`config.mk`:
```
export PLATFORM = sky130hd
export DESIGN_NAME = ssad_scan_ctrl_flat
export DESIGN_NICKNAME = d
export VERILOG_FILES = /design/src/rtl/ssad_scan_ctrl_if.sv /design/src/rtl/ssad_scan_ctrl.sv /design/src/flat_wrapper.sv
export SDC_FILE = /design/constraint.sdc
export NUM_CORES = 1
export LEC_CHECK = 0
export BUFFER_PORTS_ARGS = -buffer_cell sky130_fd_sc_hd__buf_2
export CORE_ASPECT_RATIO = 0.6
export CORE_MARGIN = 2
export CORE_UTILIZATION = 40
export CTS_CLUSTER_DIAMETER = 120
export CTS_CLUSTER_SIZE = 40
export DETAILED_ROUTE_END_ITERATION = 8
export PLACE_DENSITY = 0.66
export SLEW_MARGIN = 10
export SYNTH_ARGS = -nofsm -noshare
export SYNTH_HDL_FRONTEND = slang
export SYNTH_SLANG_ARGS = --single-unit
```
`constraint.sdc`:
```
create_clock -name Clk -period 6.3 [get_ports Clk]
set_clock_uncertainty 0.15 [all_clocks]
set_input_delay 0.63 -clock Clk [delete_from_list [all_inputs] [get_ports Clk]]
set_output_delay 0.63 -clock Clk [all_outputs]
set_load 0.01 [all_outputs]
```
`src/rtl/ssad_scan_ctrl_if.sv`:
```
// ---------------------------------------------------------------------------
// ssad_scan_ctrl_if
//   Bundles the command, SAD-pipe handshake and min-register strobe signals
//   of the SSAD scan sequencer.
//   master : the sequencer (drives status, SAD request and min strobes)
//   slave  : the surrounding core / datapath (drives start, abort,
//            frame_base and sad_ack)
//   Signals:
//     start, abort, frame_base    command from the core
//     busy, done                  scan status
//     sad_req, sad_addr,
//     sad_b_valid, sad_ack        request/acknowledge to the SAD compute pipe
//     min_clear, min_in,
//     window_shift, frame_shift   min-register update strobes
//     load_min, result_valid,
//     result_kind                 result readback control
// ---------------------------------------------------------------------------
interface ssad_scan_ctrl_if;
    logic        start;
    logic        abort;
    logic [31:0] frame_base;
    logic        busy;
    logic        done;
    logic        sad_req;
    logic [31:0] sad_addr;
    logic        sad_b_valid;
    logic        sad_ack;
    logic        min_clear;
    logic        min_in;
    logic        window_shift;
    logic        frame_shift;
    logic        load_min;
    logic        result_valid;
    logic        result_kind;

    modport master (
        input  start, abort, frame_base, sad_ack,
        output busy, done, sad_req, sad_addr, sad_b_valid,
               min_clear, min_in, window_shift, frame_shift,
               load_min, result_valid, result_kind
    );

    modport slave (
        output start, abort, frame_base, sad_ack,
        input  busy, done, sad_req, sad_addr, sad_b_valid,
               min_clear, min_in, window_shift, frame_shift,
               load_min, result_valid, result_kind
    );
endinterface

```
`src/rtl/ssad_scan_ctrl.sv`:
```
// ---------------------------------------------------------------------------
// ssad_scan_ctrl
//   Sequencer for the SSAD minimum-search datapath. Walks every candidate
//   window of a frame two vertically adjacent rows at a time, requests the
//   SAD of each pair, strobes the min register on each returned pair and
//   finally reads back the best SAD and its tag (winning address).
//   Ports:
//     Clk    rising-edge clock
//     Reset  asynchronous, active-low reset
//     bus    ssad_scan_ctrl_if.master (command, SAD handshake, min strobes,
//            readback control)
//   Parameters:
//     COLS, ROWS              candidate grid size (odd ROWS -> half pair)
//     COL_STRIDE, ROW_STRIDE  address step per column / per row
// ---------------------------------------------------------------------------
module ssad_scan_ctrl #(
    parameter int COLS       = 64,
    parameter int ROWS       = 64,
    parameter int COL_STRIDE = 4,
    parameter int ROW_STRIDE = 256
) (
    input logic               Clk,
    input logic               Reset,
    ssad_scan_ctrl_if.master  bus
);

    localparam int PAIR_ROWS = (ROWS + 1) / 2;
    localparam int COL_W     = $clog2(COLS + 1);
    localparam int ROWP_W    = $clog2(PAIR_ROWS + 1);

    localparam logic [COL_W-1:0]  COL_LAST   = COL_W'(COLS - 1);
    localparam logic [ROWP_W-1:0] ROWP_LAST  = ROWP_W'(PAIR_ROWS - 1);
    // Row pairs whose lower row (2*rowp+1) is still inside the frame.
    localparam logic [ROWP_W-1:0] FULL_PAIRS = ROWP_W'(ROWS / 2);
    localparam logic [31:0]       COL_STEP   = 32'(COL_STRIDE);
    localparam logic [31:0]       PAIR_STEP  = 32'(2 * ROW_STRIDE);

    typedef enum logic [2:0] {
        IDLE,
        CLEAR,
        ISSUE,
        WAIT,
        UPDATE,
        RD_MIN,
        RD_TAG,
        DONE
    } state_t;

    state_t              state_q, state_d;
    logic [COL_W-1:0]    col_q, col_d;
    logic [ROWP_W-1:0]   rowp_q, rowp_d;
    logic [31:0]         row_addr_q, row_addr_d;   // address of (0, 2*rowp)
    logic [31:0]         addr_q, addr_d;
    logic                bval_q, bval_d;
    logic                busy_q, busy_d;
    logic                done_q, done_d;
    logic                clr_q, clr_d;
    logic                min_in_q, min_in_d;
    logic                ws_q, ws_d;
    logic                fs_q, fs_d;
    logic                kind_q, kind_d;
    logic                last_pair;

    function automatic logic b_valid_of(input logic [ROWP_W-1:0] rowp);
        return rowp < FULL_PAIRS;
    endfunction

    assign last_pair = (col_q == COL_LAST) && (rowp_q == ROWP_LAST);

    // Next state and next value of every registered output. Registered
    // strobes are computed from the state being entered so they are valid
    // for exactly the cycle spent in that state.
    always_comb begin
        state_d    = state_q;
        col_d      = col_q;
        rowp_d     = rowp_q;
        row_addr_d = row_addr_q;
        addr_d     = addr_q;
        bval_d     = bval_q;
        done_d     = 1'b0;
        clr_d      = 1'b0;
        min_in_d   = 1'b0;
        ws_d       = 1'b0;
        fs_d       = 1'b0;
        kind_d     = 1'b0;

        if (bus.abort && (state_q != IDLE)) begin
            // Abort wins over everything, including a same-cycle sad_ack.
            state_d = IDLE;
        end else begin
            case (state_q)
                IDLE: begin
                    if (bus.start) begin
                        state_d    = CLEAR;
                        row_addr_d = bus.frame_base;
                        col_d      = '0;
                        rowp_d     = '0;
                        clr_d      = 1'b1;
                    end
                end
                CLEAR: begin
                    state_d = ISSUE;
                    addr_d  = row_addr_q;
                    bval_d  = b_valid_of(rowp_q);
                end
                ISSUE: begin
                    // An ack here belongs to no request and is dropped.
                    state_d = WAIT;
                end
                WAIT: begin
                    if (bus.sad_ack) begin
                        state_d  = UPDATE;
                        min_in_d = 1'b1;
                        if (col_q != COL_LAST) begin
                            ws_d = 1'b1;
                        end else begin
                            fs_d = 1'b1;
                        end
                    end
                end
                UPDATE: begin
                    if (col_q != COL_LAST) begin
                        col_d = col_q + 1'b1;
                    end else begin
                        col_d  = '0;
                        rowp_d = rowp_q + 1'b1;
                    end
                    if (last_pair) begin
                        // sad_addr keeps the final pair's address.
                        state_d = RD_MIN;
                    end else begin
                        state_d = ISSUE;
                        if (col_q != COL_LAST) begin
                            addr_d = addr_q + COL_STEP;
                        end else begin
                            row_addr_d = row_addr_q + PAIR_STEP;
                            addr_d     = row_addr_q + PAIR_STEP;
                        end
                        bval_d = b_valid_of(rowp_d);
                    end
                end
                RD_MIN: begin
                    state_d = RD_TAG;
                    kind_d  = 1'b1;
                end
                RD_TAG: begin
                    state_d = DONE;
                    done_d  = 1'b1;
                end
                DONE: begin
                    state_d = IDLE;
                end
                default: begin
                    state_d = IDLE;
                end
            endcase
        end

        busy_d = (state_d != IDLE);
    end

    // State and registered-output stage
    always_ff @(posedge Clk or negedge Reset) begin
        if (!Reset) begin
            state_q    <= IDLE;
            col_q      <= '0;
            rowp_q     <= '0;
            row_addr_q <= '0;
            addr_q     <= '0;
            bval_q     <= 1'b0;
            busy_q     <= 1'b0;
            done_q     <= 1'b0;
            clr_q      <= 1'b0;
            min_in_q   <= 1'b0;
            ws_q       <= 1'b0;
            fs_q       <= 1'b0;
            kind_q     <= 1'b0;
        end else begin
            state_q    <= state_d;
            col_q      <= col_d;
            rowp_q     <= rowp_d;
            row_addr_q <= row_addr_d;
            addr_q     <= addr_d;
            bval_q     <= bval_d;
            busy_q     <= busy_d;
            done_q     <= done_d;
            clr_q      <= clr_d;
            min_in_q   <= min_in_d;
            ws_q       <= ws_d;
            fs_q       <= fs_d;
            kind_q     <= kind_d;
        end
    end

    assign bus.busy         = busy_q;
    assign bus.done         = done_q;
    assign bus.sad_addr     = addr_q;
    assign bus.sad_b_valid  = bval_q;
    assign bus.min_clear    = clr_q;
    assign bus.min_in       = min_in_q;
    assign bus.window_shift = ws_q;
    assign bus.frame_shift  = fs_q;
    assign bus.result_kind  = kind_q;

    // Decoded straight from state so they track the state register exactly.
    assign bus.sad_req      = (state_q == ISSUE) || (state_q == WAIT);
    assign bus.load_min     = (state_q == RD_MIN);
    assign bus.result_valid = (state_q == RD_MIN) || (state_q == RD_TAG);

endmodule

```
`src/flat_wrapper.sv`:
```
// flat-port wrapper written by rule: the top's interface ports become plain ports
module ssad_scan_ctrl_flat 
#(
    parameter int COLS       = 64,
    parameter int ROWS       = 64,
    parameter int COL_STRIDE = 4,
    parameter int ROW_STRIDE = 256
)
  (Clk, Reset, bus_start, bus_abort, bus_frame_base, bus_sad_ack, bus_busy, bus_done, bus_sad_req, bus_sad_addr, bus_sad_b_valid, bus_min_clear, bus_min_in, bus_window_shift, bus_frame_shift, bus_load_min, bus_result_valid, bus_result_kind);
  ssad_scan_ctrl_if bus_i ();
  input logic Clk;
  input logic Reset;
  input wire logic [$bits(bus_i.start)-1:0] bus_start;
  input wire logic [$bits(bus_i.abort)-1:0] bus_abort;
  input wire logic [$bits(bus_i.frame_base)-1:0] bus_frame_base;
  input wire logic [$bits(bus_i.sad_ack)-1:0] bus_sad_ack;
  output wire logic [$bits(bus_i.busy)-1:0] bus_busy;
  output wire logic [$bits(bus_i.done)-1:0] bus_done;
  output wire logic [$bits(bus_i.sad_req)-1:0] bus_sad_req;
  output wire logic [$bits(bus_i.sad_addr)-1:0] bus_sad_addr;
  output wire logic [$bits(bus_i.sad_b_valid)-1:0] bus_sad_b_valid;
  output wire logic [$bits(bus_i.min_clear)-1:0] bus_min_clear;
  output wire logic [$bits(bus_i.min_in)-1:0] bus_min_in;
  output wire logic [$bits(bus_i.window_shift)-1:0] bus_window_shift;
  output wire logic [$bits(bus_i.frame_shift)-1:0] bus_frame_shift;
  output wire logic [$bits(bus_i.load_min)-1:0] bus_load_min;
  output wire logic [$bits(bus_i.result_valid)-1:0] bus_result_valid;
  output wire logic [$bits(bus_i.result_kind)-1:0] bus_result_kind;
  assign bus_i.start = bus_start;
  assign bus_i.abort = bus_abort;
  assign bus_i.frame_base = bus_frame_base;
  assign bus_i.sad_ack = bus_sad_ack;
  assign bus_busy = bus_i.busy;
  assign bus_done = bus_i.done;
  assign bus_sad_req = bus_i.sad_req;
  assign bus_sad_addr = bus_i.sad_addr;
  assign bus_sad_b_valid = bus_i.sad_b_valid;
  assign bus_min_clear = bus_i.min_clear;
  assign bus_min_in = bus_i.min_in;
  assign bus_window_shift = bus_i.window_shift;
  assign bus_frame_shift = bus_i.frame_shift;
  assign bus_load_min = bus_i.load_min;
  assign bus_result_valid = bus_i.result_valid;
  assign bus_result_kind = bus_i.result_kind;
  ssad_scan_ctrl #(.COLS(COLS), .ROWS(ROWS), .COL_STRIDE(COL_STRIDE), .ROW_STRIDE(ROW_STRIDE)) u_core (.Clk(Clk), .Reset(Reset), .bus(bus_i));
endmodule
```
# Word-level counts from Yosys, hierarchy flattened
# Index checks and enable logic that the tools add are counted.
# classes
add_sub_neg,4
order_cmp,2
eq_ne,13
n_mux,40
bitwise,1
n_reduce_logical,12
# op_table
op,n
two-way mux 32 bit,5
one-hot mux 32 bit (2 select lines),2
"adder 32 x 10 -> 32 bit, second input constant",1
"adder 32 x 3 -> 32 bit, second input constant",1
two-way mux 6 bit,4
one-hot mux 3 bit (8 select lines),1
two-way mux 1 bit,19
two-way mux 7 bit,2
one-hot mux 7 bit (2 select lines),1
"equality test 3 bit, second input constant",4
"< comparator 6 bit, second input constant",2
two-way mux 3 bit,4
one-hot mux 6 bit (2 select lines),1
"adder 7 x 1 -> 7 bit, second input constant",1
"equality test 7 x 6 -> 1 bit, second input constant",1
"!= test 7 x 6 -> 1 bit, second input constant",1
"adder 6 x 1 -> 6 bit, second input constant",1
"equality test 3 x 2 -> 1 bit, second input constant",2
"equality test 6 x 5 -> 1 bit, second input constant",1
"!= test 2 bit, second input constant",3
AND reduction 3 bit,2
nonzero test 3 bit,2
AND reduction 5 bit,1
nonzero test 2 bit,2
6 further kinds,8
# totals
register_bits,88
in_bits,37
output_inout_bits,43
elab_cells,85

# Logic depth before layout (Yosys ltp)
# Gate-level depths: netlist of run 1.
# depth
depth_word,7
depth_mapped,9
mapped_depth_nobuf,6

# Least setup slack after synthesis of run 1
# No wires, ideal clock.
# synth_path
kind,input -> register
start,input bus_abort
end,"register u_core.addr_q[0], in the netlist u_core.bus.sad_addr[0]"
setup_ps,125
t_arrival_ps,1949
t_required_ps,6025
setup_slack_ps,4076
stages,8
path_buffers,3
cell_sequence,clkbuf_1 nor2_1 and3_1 clkbuf_1 and2_1 buf_2 nand2_1 mux2_2
# synth_between
elab_chain_cells,3
# synth_lines
item,line,rtl
from (decl),flat_wrapper.sv:14,input wire logic [$bits(bus_i.abort)-1:0] bus_abort;
logical AND 1 bit,ssad_scan_ctrl.sv:87,if (bus.abort && (state_q != IDLE)) begin
inverter 1 bit (no line),n/a,
AND reduction 3 bit (no line),n/a,
to (signal assigned),ssad_scan_ctrl.sv:183,addr_q <= addr_d;
to (decl),ssad_scan_ctrl.sv:53,"logic [31:0] addr_q, addr_d;"
# Every way passes these cells.
# A chain may end at the register's enable or synchronous reset.

# Final worst setup path of run 1
# layout_path
start,register u_core.state_q[0]
end,register u_core.row_addr_q[22]
# layout_between
elab_chain_cells,4
word_cells_on_any_way,11
cone_classes,4 x eq/ne; 1 x mux; 1 x bitwise; 5 x reduce/logical
# layout_lines
item,line,rtl
from (decl),ssad_scan_ctrl.sv:49,"state_t state_q, state_d;"
from (signal assigned),ssad_scan_ctrl.sv:179,state_q <= state_d;
"parallel branches: the longest is 4 deep, another holds AND reduction 5 bit",n/a,
to (signal assigned),ssad_scan_ctrl.sv:182,row_addr_q <= row_addr_d;
to (decl),ssad_scan_ctrl.sv:52,"logic [31:0] row_addr_q, row_addr_d;"
# Parallel ways; which one is timed is not known.

==> impl_results.md, run 1 <==
* Status: finished, final reports clean
* Post-route minimum period at around 3400 ps
* Startpoint Class: register
* Initial antenna violation count at 1
* Mean Syn Cell Area at ~8.3 sq um
* Post-synth EDFFs at 0
* Area taken by multi-input logic gates at just over 3000 sq um
* Final setup TNS at 0 ps
* CP Max Fanout at 29
* Worst path max stage delay at approximately 950 ps
* Final period util at 0.543
* Top Ports at 80
* Critical Path RT at 6380 ps
* CTS tree: done
* Clk pin slew, worst setup/hold paths at approximately 70 ps
* Initial DRC count at approximately 610
* Wire per inst at between 20 and 25 um
* Finished Cell Area at 6440 sq um
* DIE WIDTH at between 150 and 200 um
* GR Overflow Total at 0
* Mapped Cells at just under 700
* Initial Utilization at 0.410
* Antenna violation net count after detailed routing at 0
* Cts bufs inserted at 9
* Crit end category: register
* Syn nets at just over 700
* Max H-tree Level at 3
* Yosys warns at 0
* 1st-pass router iterations at 5
* Primary FF master, synth: dfrtp_1
* CTS max path bufs at 2
* Buf/Inv on CP at 0
* Detailed Place HPWL at roughly 13,000 um
* CP Class: reg2reg
* Peak supply drop at ~0.00019 V
* Seq/Total Area, Yosys at 0.393
* First-pass GRT wire length at roughly 30,000 um
* Number of setup violations in the final report at 0
* Core ar. at approximately 14,000 sq um
* MaxCap Viol Count at 0
* Total number of vias at approximately 5,800
* Power Dens Cells at roughly 410 nW/um^2
* Synthesized cell area at approximately 5600 sq um
* Area Overhead vs Synth at 15.1%
* Layout cell share with drive strength beyond 1 at 0.183
* Fmax at about 290 MHz
* Hold buffer count at cts at 0
* Post CTS Setup Buffer Count at 0
* Sink Count at between 80 and 90
* Leak at roughly 2.7 nW
* Final Net Count at 769
* Vias in the first global route at ~5,400
* Storage cell area at between 2000 and 2500 sq um
* Slowest cell on crit path: o22a_1
* Synth Register Bits at 88
* CP cell instances: nor2_1 > and3_1 > o22a_1 > o21ai_1 > a22o_1
* Placed Area at roughly 6100 sq um
* Clock Latency Late Sink at 350 ps
* Post-CTS Resized at 0
* Synth async-reset ratio at 1.00
* Final hold vios at 0
* RD Place Congestion at 0.978
* Overall routing resource usage at 0.258
* Worst slew pin tran at ~1200 ps
* Place WS at slightly below 3000 ps
* Unique masters post-synth at 64
* Post-synth top area share at 0.393
* N_diodes at 0
* Post-route setup slack at between 2000 and 3000 ps
* Largest area contributor in the netlist: dfrtp_1
* Worst EP arrival at between 3000 and 4000 ps
* RSZ-0062 raised after global routing: false
* Tot Pwr at 0.00265 W
* Final wirelength at 18,800 um
* Root Driver: clkbuf_16
* Die Span Y at between 90 and 100 um
* Total die area at 15,000 sq um
* Port buffer count at 79
* Synth area leaders: dfrtp_1 39%, o21ai_0 5.4%, a21oi_1 5.0%, nand2_1 4.7%, nor2_1 3.7%
* Vias/cell at 6.29
* Site row count at 33
* Post-route DRC violation count at 0
* Delay-heaviest family, CP: compound AO/OA/AOI/OAI gates
* Slew Limit Fails at 0
* Slew headroom at 0.204
* Hold Crit Class: in2async
* FILL cells at ~1,300
* Largest net degree at the start of global routing at 66
## report_power, final
part           switching [W]  internal, W
clock network       0.000246     0.000364
logic               0.000529     0.000377
registers           0.000352     0.000778
## cells by family after synthesis
logic type      count (synthesis)  synth area share
compound gates                220             0.249
flops                          88             0.393
fa+ha+maj                       4           0.00894
xor+xnor                        7            0.0109
mux                            17            0.0335
buf+inv                        72            0.0534
simple gates                  270             0.251
## worst register-to-register path, delay by kind of cell, from the launching register on
family	cells	cell delay [ps]
DFF	1	540
AOI/OAI and AO/OA	3	1430
and+or+nand+nor	2	1190
## cells in the mapped netlist, drive strengths merged (5+ instances only)
cell	n
a32oi	5
a2bb2oi	9
a31oi	19
o21ai	61
and3	17
nor2	56
dfrtp	88
nand4	26
nand3	33
nor4	14
o22ai	12
nor3	15
a21oi	56
clkbuf	35
and4	6
nand2	70
mux2	14
inv	19
o211ai	14
buf	18
a22o	5
## flip-flops by register name, summed over array words and instances (netlist names)
register and count:
u_core.bus.min_clear 1, u_core.state_q 3, u_core.bus.window_shift 1, u_core.rowp_q 6, u_core.bus.frame_shift 1, u_core.col_q 7, u_core.bus.min_in 1, u_core.bus.done 1
u_core.bus.sad_b_valid 1, u_core.row_addr_q 32, u_core.bus.busy 1, u_core.bus.sad_addr 32, u_core.bus.result_kind 1
## cells in the final DEF (no fill, tap or decap), types with 6 or more instances in the layout
master      n
and3_1     17
buf_4      14
nand4_1    26
o22ai_1    11
a2bb2oi_1   9
nor2_1     55
nor4_1     11
inv_1      19
a21oi_1    56
mux2_2     14
a31oi_1    19
clkbuf_16   9
nand3_1    33
nor3_1     14
o211ai_1   14
buf_2      78
nand2_1    70
and4_1      6
o21ai_0    59
dfrtp_1    88
## path summary, 6_finish.rpt
kind / from / end / slack (ps) / cells after the start
min reg2reg: u_core.bus.sad_addr[0] / u_core.bus.sad_addr[0] / 350 / 1
min: Reset / u_core.row_addr_q[4] / 20 / 1
max reg2reg: u_core.state_q[0] / u_core.row_addr_q[22] / 2880 / 5
max in group asynchronous: Reset / u_core.row_addr_q[26] / 4820 / 2
min in group Clk: u_core.bus.sad_addr[0] / u_core.bus.sad_addr[0] / 350 / 1
max: u_core.state_q[0] / u_core.row_addr_q[22] / 2880 / 5
## area by class of cell
class,count,share of cell area
Sequential cell,88,0.342
Multi-Input combinational cell,518,0.481
Inverter,19,0.0111
Tap cell,192,0.0373
Timing Repair Buffer,92,0.0769
Clock inverter,6,0.0148
Clock buffer,10,0.0371
## through the flow
stage | hold WS, ps | std cells | util
finish | 16.4 | 925 | 0.472
global route | 43.3 | 925 | 0.472
CTS | 29.6 | 925 | 0.472
detailed placement | 338 | 909 | 0.447
global placement | 314 | 909 | 0.447
floorplan | 184 | 678 | -
## metal layers
metal / up-vias / global-route usage / routed length [um]
li1: 2636 / - / -
met1: 2802 / 0.383 / 8730
met2: 368 / 0.362 / 7610
met3: 14 / 0.0832 / 2370
met4: 0 / 0.0528 / 114
met5: - / 0 / 0
(Power assumes the default switching activity.)
==> inputs of run 2 (changes only) <==
PLACE_DENSITY = 0.68   (was 0.66)
clock period = 3 ns   (was 6.3 ns; I/O delays follow)
==> run 2 against run 1 <==
Die area did not move. Register-to-register slack got worse by 2600 ps. Combinational power rose by 120%. Critical endpoint is now u_core.bus.sad_addr[0]. Hold slack improved by 13 ps. Sequential share of layout area fell by 0.91 points. Largest cell class unchanged. Cell count rose by 1.8%.
==> impl_results.md, run 2 (same netlist as run 1, synthesis figures left out) <==
* Wire per inst at 20.3 um (-0.44%)
* Final wirelength at 19,100 um (+1.4%)
* Total die area at 15,000 sq um (unchanged)
* Max H-tree Level at 3 (unchanged)
* Post-CTS Resized at 0 (unchanged)
* Clock Latency Late Sink at 350 ps (about the same)
* Die Span Y at 95.6 um (unchanged)
* Most frequent cells in the layout: 88 x dfrtp_1, 78 x buf_2, 70 x nand2_1
* Status: finished, final reports clean
* Vias in the first global route at 5,578 (+3.7%)
* Leak at 2.77 nW (+3.8%)
* Final hold vios at 0 (unchanged)
* Final core utilization at 0.484 (+0.0129)
* Sink Count at 88 (unchanged)
* Storage cell area at 2200 sq um (unchanged)
* CTS max path bufs at 2 (unchanged)
* Most common cell after layout, fill and taps aside: dfrtp_1
* MaxCap Viol Count at 0 (unchanged)
* GR Overflow Total at 0 (unchanged)
* Overall routing resource usage at 0.262 (+0.00408)
* Number of setup violations in the final report at 0 (unchanged)
* RSZ-0062 raised after global routing: false
* Slew headroom at 0.446 (+0.242)
* Layout cell share with drive strength beyond 1 at 0.200 (+0.0172)
* Delay-heaviest family, CP: simple AND/OR/NAND/NOR gates
* Fin cells at 942 (+1.8%)
* Initial DRC count at 813 (+32%)
* Detailed Place HPWL at 13,800 um (+3.9%)
* Post-route minimum period at 2740 ps (-681 ps)
* Area taken by multi-input logic gates at 3100 sq um (unchanged)
* Worst path max stage delay at 460 ps (-490 ps)
* Startpoint Class: register
* Largest net degree at the start of global routing at 60 (-9.1%)
* Area Overhead vs Synth at 18.3%
* Clk pin slew, worst setup/hold paths at 70 ps (about the same)
* Core ar. at 13,700 sq um (unchanged)
* Worst slew pin tran at 830 ps (-360 ps)
* Final Net Count at 786 (+2.2%)
* Initial antenna violation count at 0 (-1)
* Vias/cell at 6.28 (-0.17%)
* DIE WIDTH at 157 um (unchanged)
* Critical Path RT at 3080 ps (-3300 ps)
* Post CTS Setup Buffer Count at 0 (unchanged)
* Antenna violation net count after detailed routing at 0 (unchanged)
* Top Ports at 80 (unchanged)
* Hold Crit Class: in2reg
* Peak supply drop at 0.000393 V (+110%)
* CTS tree: done
* Site row count at 33 (unchanged)
* Hold buffer count at cts at 1 (+1)
* First-pass GRT wire length at 30,400 um (+2.8%)
* Cts bufs inserted at 9 (unchanged)
* Placed cells at 925 (+1.8%)
* Slew Limit Fails at 0 (unchanged)
* Crit end category: register
* CP Max Fanout at 21 (-28%)
* Initial Utilization at 0.410 (unchanged)
* RD Place Congestion at 0.969 (-0.85%)
* Buf/Inv on CP at 1 (+1)
* CP Class: reg2reg
* Post-route DRC violation count at 0 (unchanged)
* Total number of vias at 5,917 (+1.7%)
* CP cell instances: ha_1 > and3_1 > nand4_1 > and2_1 > buf_12 > nand2_1 > mux2_2
* Final period util at 0.913 (+0.370)
* Slowest cell on crit path: and2_1
* N_diodes at 0 (unchanged)
* Worst EP arrival at 2820 ps (-680 ps)
* Final setup TNS at 0 ps (unchanged)
* Port buffer count at 79 (unchanged)
* 1st-pass router iterations at 7 (+2)
* Power Dens Cells at 846 nW/um^2 (+110%)
* FILL cells at 1,311 (-1.7%)
* Root Driver: clkbuf_16
* Fmax at 365 MHz (+25%)
-- run 2: metal layers --
layer / track usage / share of wire / vias to the layer above
li1: - / - / 2671
met1: 0.395 / 0.46 / 2851
met2: 0.366 / 0.40 / 368
met3: 0.0759 / 0.13 / 27
met4: 0.0466 / 0.010 / 0
met5: 0.0340 / 0 / -
-- run 2: final timing paths --
check,startpoint,to,slack [ps],cells after the start
worst max-delay path,u_core.col_q[1],u_core.bus.sad_addr[0],260,7
worst min-delay path,bus_frame_base[3],u_core.row_addr_q[3],30,2
worst max register to register,u_core.col_q[1],u_core.bus.sad_addr[0],260,7
worst min register to register,u_core.row_addr_q[3],u_core.row_addr_q[3],360,1
max in group asynchronous,Reset,u_core.bus.sad_addr[11],1640,3
min in group asynchronous,Reset,u_core.bus.done,370,2
-- run 2: power by group --
part	switching [W]	total, W	internal [W]
Sequential	0.000728	0.00236	0.00163
Combinational	0.00113	0.00197	0.000844
Clock	0.000511	0.00127	0.000758
Total	0.00237	0.00560	0.00324
-- run 2: cell type report --
type | count | share of cell area
timing repair buffer | 109 | 0.102
inverter | 19 | 0.0108
clock buffer | 10 | 0.0361
tap | 192 | 0.0363
clock inverter | 6 | 0.0138
multi-input combinational | 518 | 0.468
sequential | 88 | 0.333
-- run 2: metrics by stage --
stage	setup WS [ps]	hold WS, ps	total power (W)	cell area [sq um]
after detailed placement	368	220	0.00428	6280
after global routing	123	31.6	0.00593	6620
final	260	29.2	0.00560	6620
after global placement	389	211	0.00421	6280
after floorplan	828	-146	0.00344	5600
after CTS	353	27.4	0.00556	6620
==> inputs of run 3 (changes only) <==
PLACE_DENSITY = 0.66   (was 0.68)
clock period = 2.8 ns   (was 3 ns; I/O delays follow)
==> run 3 against run 2 <==
First-iteration DRC count down 16%. Maximum frequency grew 4.6%. Total power rose by 4.1%. Clock-buffer cell count did not move. Via count shrank 1.1%. Non-clock buffer count up 7. Cell area decreased by 0.19%. Cell count rose by 0.74%. Largest power group unchanged.
==> impl_results.md, run 3 (same netlist as run 1, synthesis figures left out) <==
* Final period util at 0.935 (+0.0221)
* First-pass GRT wire length at 30,000 um (-1.2%)
* Fin cells at 949 (+0.74%)
* Antenna violation net count after detailed routing at 0 (unchanged)
* Slew Limit Fails at 0 (unchanged)
* Worst path max stage delay at 440 ps (-20 ps)
* Detailed Place HPWL at 13,700 um (-0.66%)
* Final Net Count at 793 (+0.89%)
* Largest net degree at the start of global routing at 62 (+3.3%)
* Worst slew pin tran at 794 ps (-36.3 ps)
* Area Overhead vs Synth at 18.0%
* MaxCap Viol Count at 0 (unchanged)
* M1 WL at 9430 um (+7.2%)
* 1st-pass router iterations at 5 (-2)
* Place WS at 193 ps (-175 ps)
* Final setup TNS at 0 ps (unchanged)
* Root Driver: clkbuf_16
* Max H-tree Level at 3 (unchanged)
* CP cell instances: ha_1 > and3_1 > nand4_1 > and2_1 > buf_4 > a311oi_1 > o21ai_0
* Top Ports at 80 (unchanged)
* Most common cell after layout, fill and taps aside: dfrtp_1
* Initial DRC count at 679 (-16%)
* Die Span Y at 95.6 um (unchanged)
* Site row count at 33 (unchanged)
* Hold Crit Class: in2reg
* Number of setup violations in the final report at 0 (unchanged)
* Power Dens Cells at 882 nW/um^2 (+4.3%)
* Peak supply drop at 0.000390 V (-0.77%)
* Leak at 2.77 nW (about the same)
* Tot Pwr at 0.00583 W (+4.1%)
* Post-route setup slack at 181 ps (-79.4 ps)
* Initial Utilization at 0.410 (unchanged)
* DIE WIDTH at 157 um (unchanged)
* Final hold vios at 0 (unchanged)
* Overall routing resource usage at 0.261 (-0.00108)
* Placed cells at 932 (+0.76%)
* FILL cells at 1,347 (+2.7%)
* N_diodes at 0 (unchanged)
* Port buffer count at 79 (unchanged)
* Clock Latency Late Sink at 340 ps (about the same)
* RD Place Congestion at 0.911 (-6.0%)
* Slowest cell on crit path: and2_1
* Vias in the first global route at 5,253 (-5.8%)
* Wire per inst at 19.9 um (-2.0%)
* Core ar. at 13,700 sq um (unchanged)
* Post-route minimum period at 2620 ps (-121 ps)
* Status: finished, final reports clean
* Slew headroom at 0.471 (+0.0242)
* Final wirelength at 18,800 um (-1.2%)
* Final core utilization at 0.484 (-0.000915)
* RSZ-0062 raised after global routing: false
* Met2 WL at 7460 um (-2.9%)
* Total number of vias at 5,851 (-1.1%)
* Cts bufs inserted at 9 (unchanged)
* Worst EP arrival at 2680 ps (-140 ps)
* Crit end category: register
* Total die area at 15,000 sq um (unchanged)
* Most frequent cells in the layout: 88 x dfrtp_1, 78 x buf_2, 69 x nand2_1
* CP Class: reg2reg
* Sink Count at 88 (unchanged)
* Post-route DRC violation count at 0 (unchanged)
* CP Max Fanout at 11 (-48%)
* CTS max path bufs at 2 (unchanged)
* Initial antenna violation count at 1 (+1)
* Startpoint Class: register
* Clk pin slew, worst setup/hold paths at 70 ps (about the same)
* Fmax at 382 MHz (+4.6%)
* Max layer used: met4
* Critical Path RT at 2860 ps (-220 ps)
* GR Overflow Total at 0 (unchanged)
* Vias/cell at 6.17 (-1.8%)
* CTS tree: done
* Metal3 WL at 1830 um (-24%)
* Layout cell share with drive strength beyond 1 at 0.210 (+0.0100)
run 3: critical path: cells and delay by family (launching register included):
kind / cells / cell delay [ps]
adders and majority gates: 1 / 240
DFF: 1 / 390
and+or+nand+nor: 3 / 1140
buffers and inverters: 1 / 250
AOI/OAI and AO/OA: 2 / 320
run 3: final cells by class:
type	count	area, sq um	share of cell area
Multi-Input combinational cell	518	3110	0.470
Sequential cell	88	2200	0.333
Timing Repair Buffer	116	703	0.106
Tap cell	192	240	0.0363
Clock buffer	10	239	0.0362
Inverter	19	71.3	0.0108
Clock inverter	6	43.8	0.00663
run 3: repair_timing:
item | 4_1_cts | 5_1_grt
endpoints found under the setup margin | 0 | 2
endpoints found under the hold margin | 44 | 0
setup buffers | 0 | 0
resized for setup | 0 | 2
hold buffers | 1 | 0
run 3: final timing paths:
kind	slack (ps)	cells past startpoint	end	from
hold / removal	20	2	u_core.row_addr_q[5]	bus_frame_base[5]
setup / recovery	180	7	u_core.bus.sad_addr[31]	u_core.col_q[1]
hold reg to reg	350	2	u_core.bus.sad_b_valid	u_core.bus.sad_b_valid
max in group asynchronous	1480	3	u_core.col_q[6]	Reset
setup reg to reg	180	7	u_core.bus.sad_addr[31]	u_core.col_q[1]
min in group asynchronous	330	2	u_core.bus.min_clear	Reset
run 3: metal layers:
layer / track usage / vias up
met4: 0.0443 / 0
met1: 0.419 / 2858
li1: - / 2698
met2: 0.356 / 277
met5: 0 / -
met3: 0.0527 / 18
run 3: stage by stage:
stage,hold WS (ps),cell area [sq um]
after floorplan,-166,5600
after global placement,172,6310
after detailed placement,176,6310
after CTS,9.28,6600
after global routing,8.34,6610
final,18.3,6610
run 3: where the power goes:
group	total [W]	internal, W	switching, W
clock	0.00116	0.000630	0.000535
combinational	0.00216	0.000928	0.00123
sequential	0.00251	0.00175	0.000757
total	0.00583	0.00331	0.00252
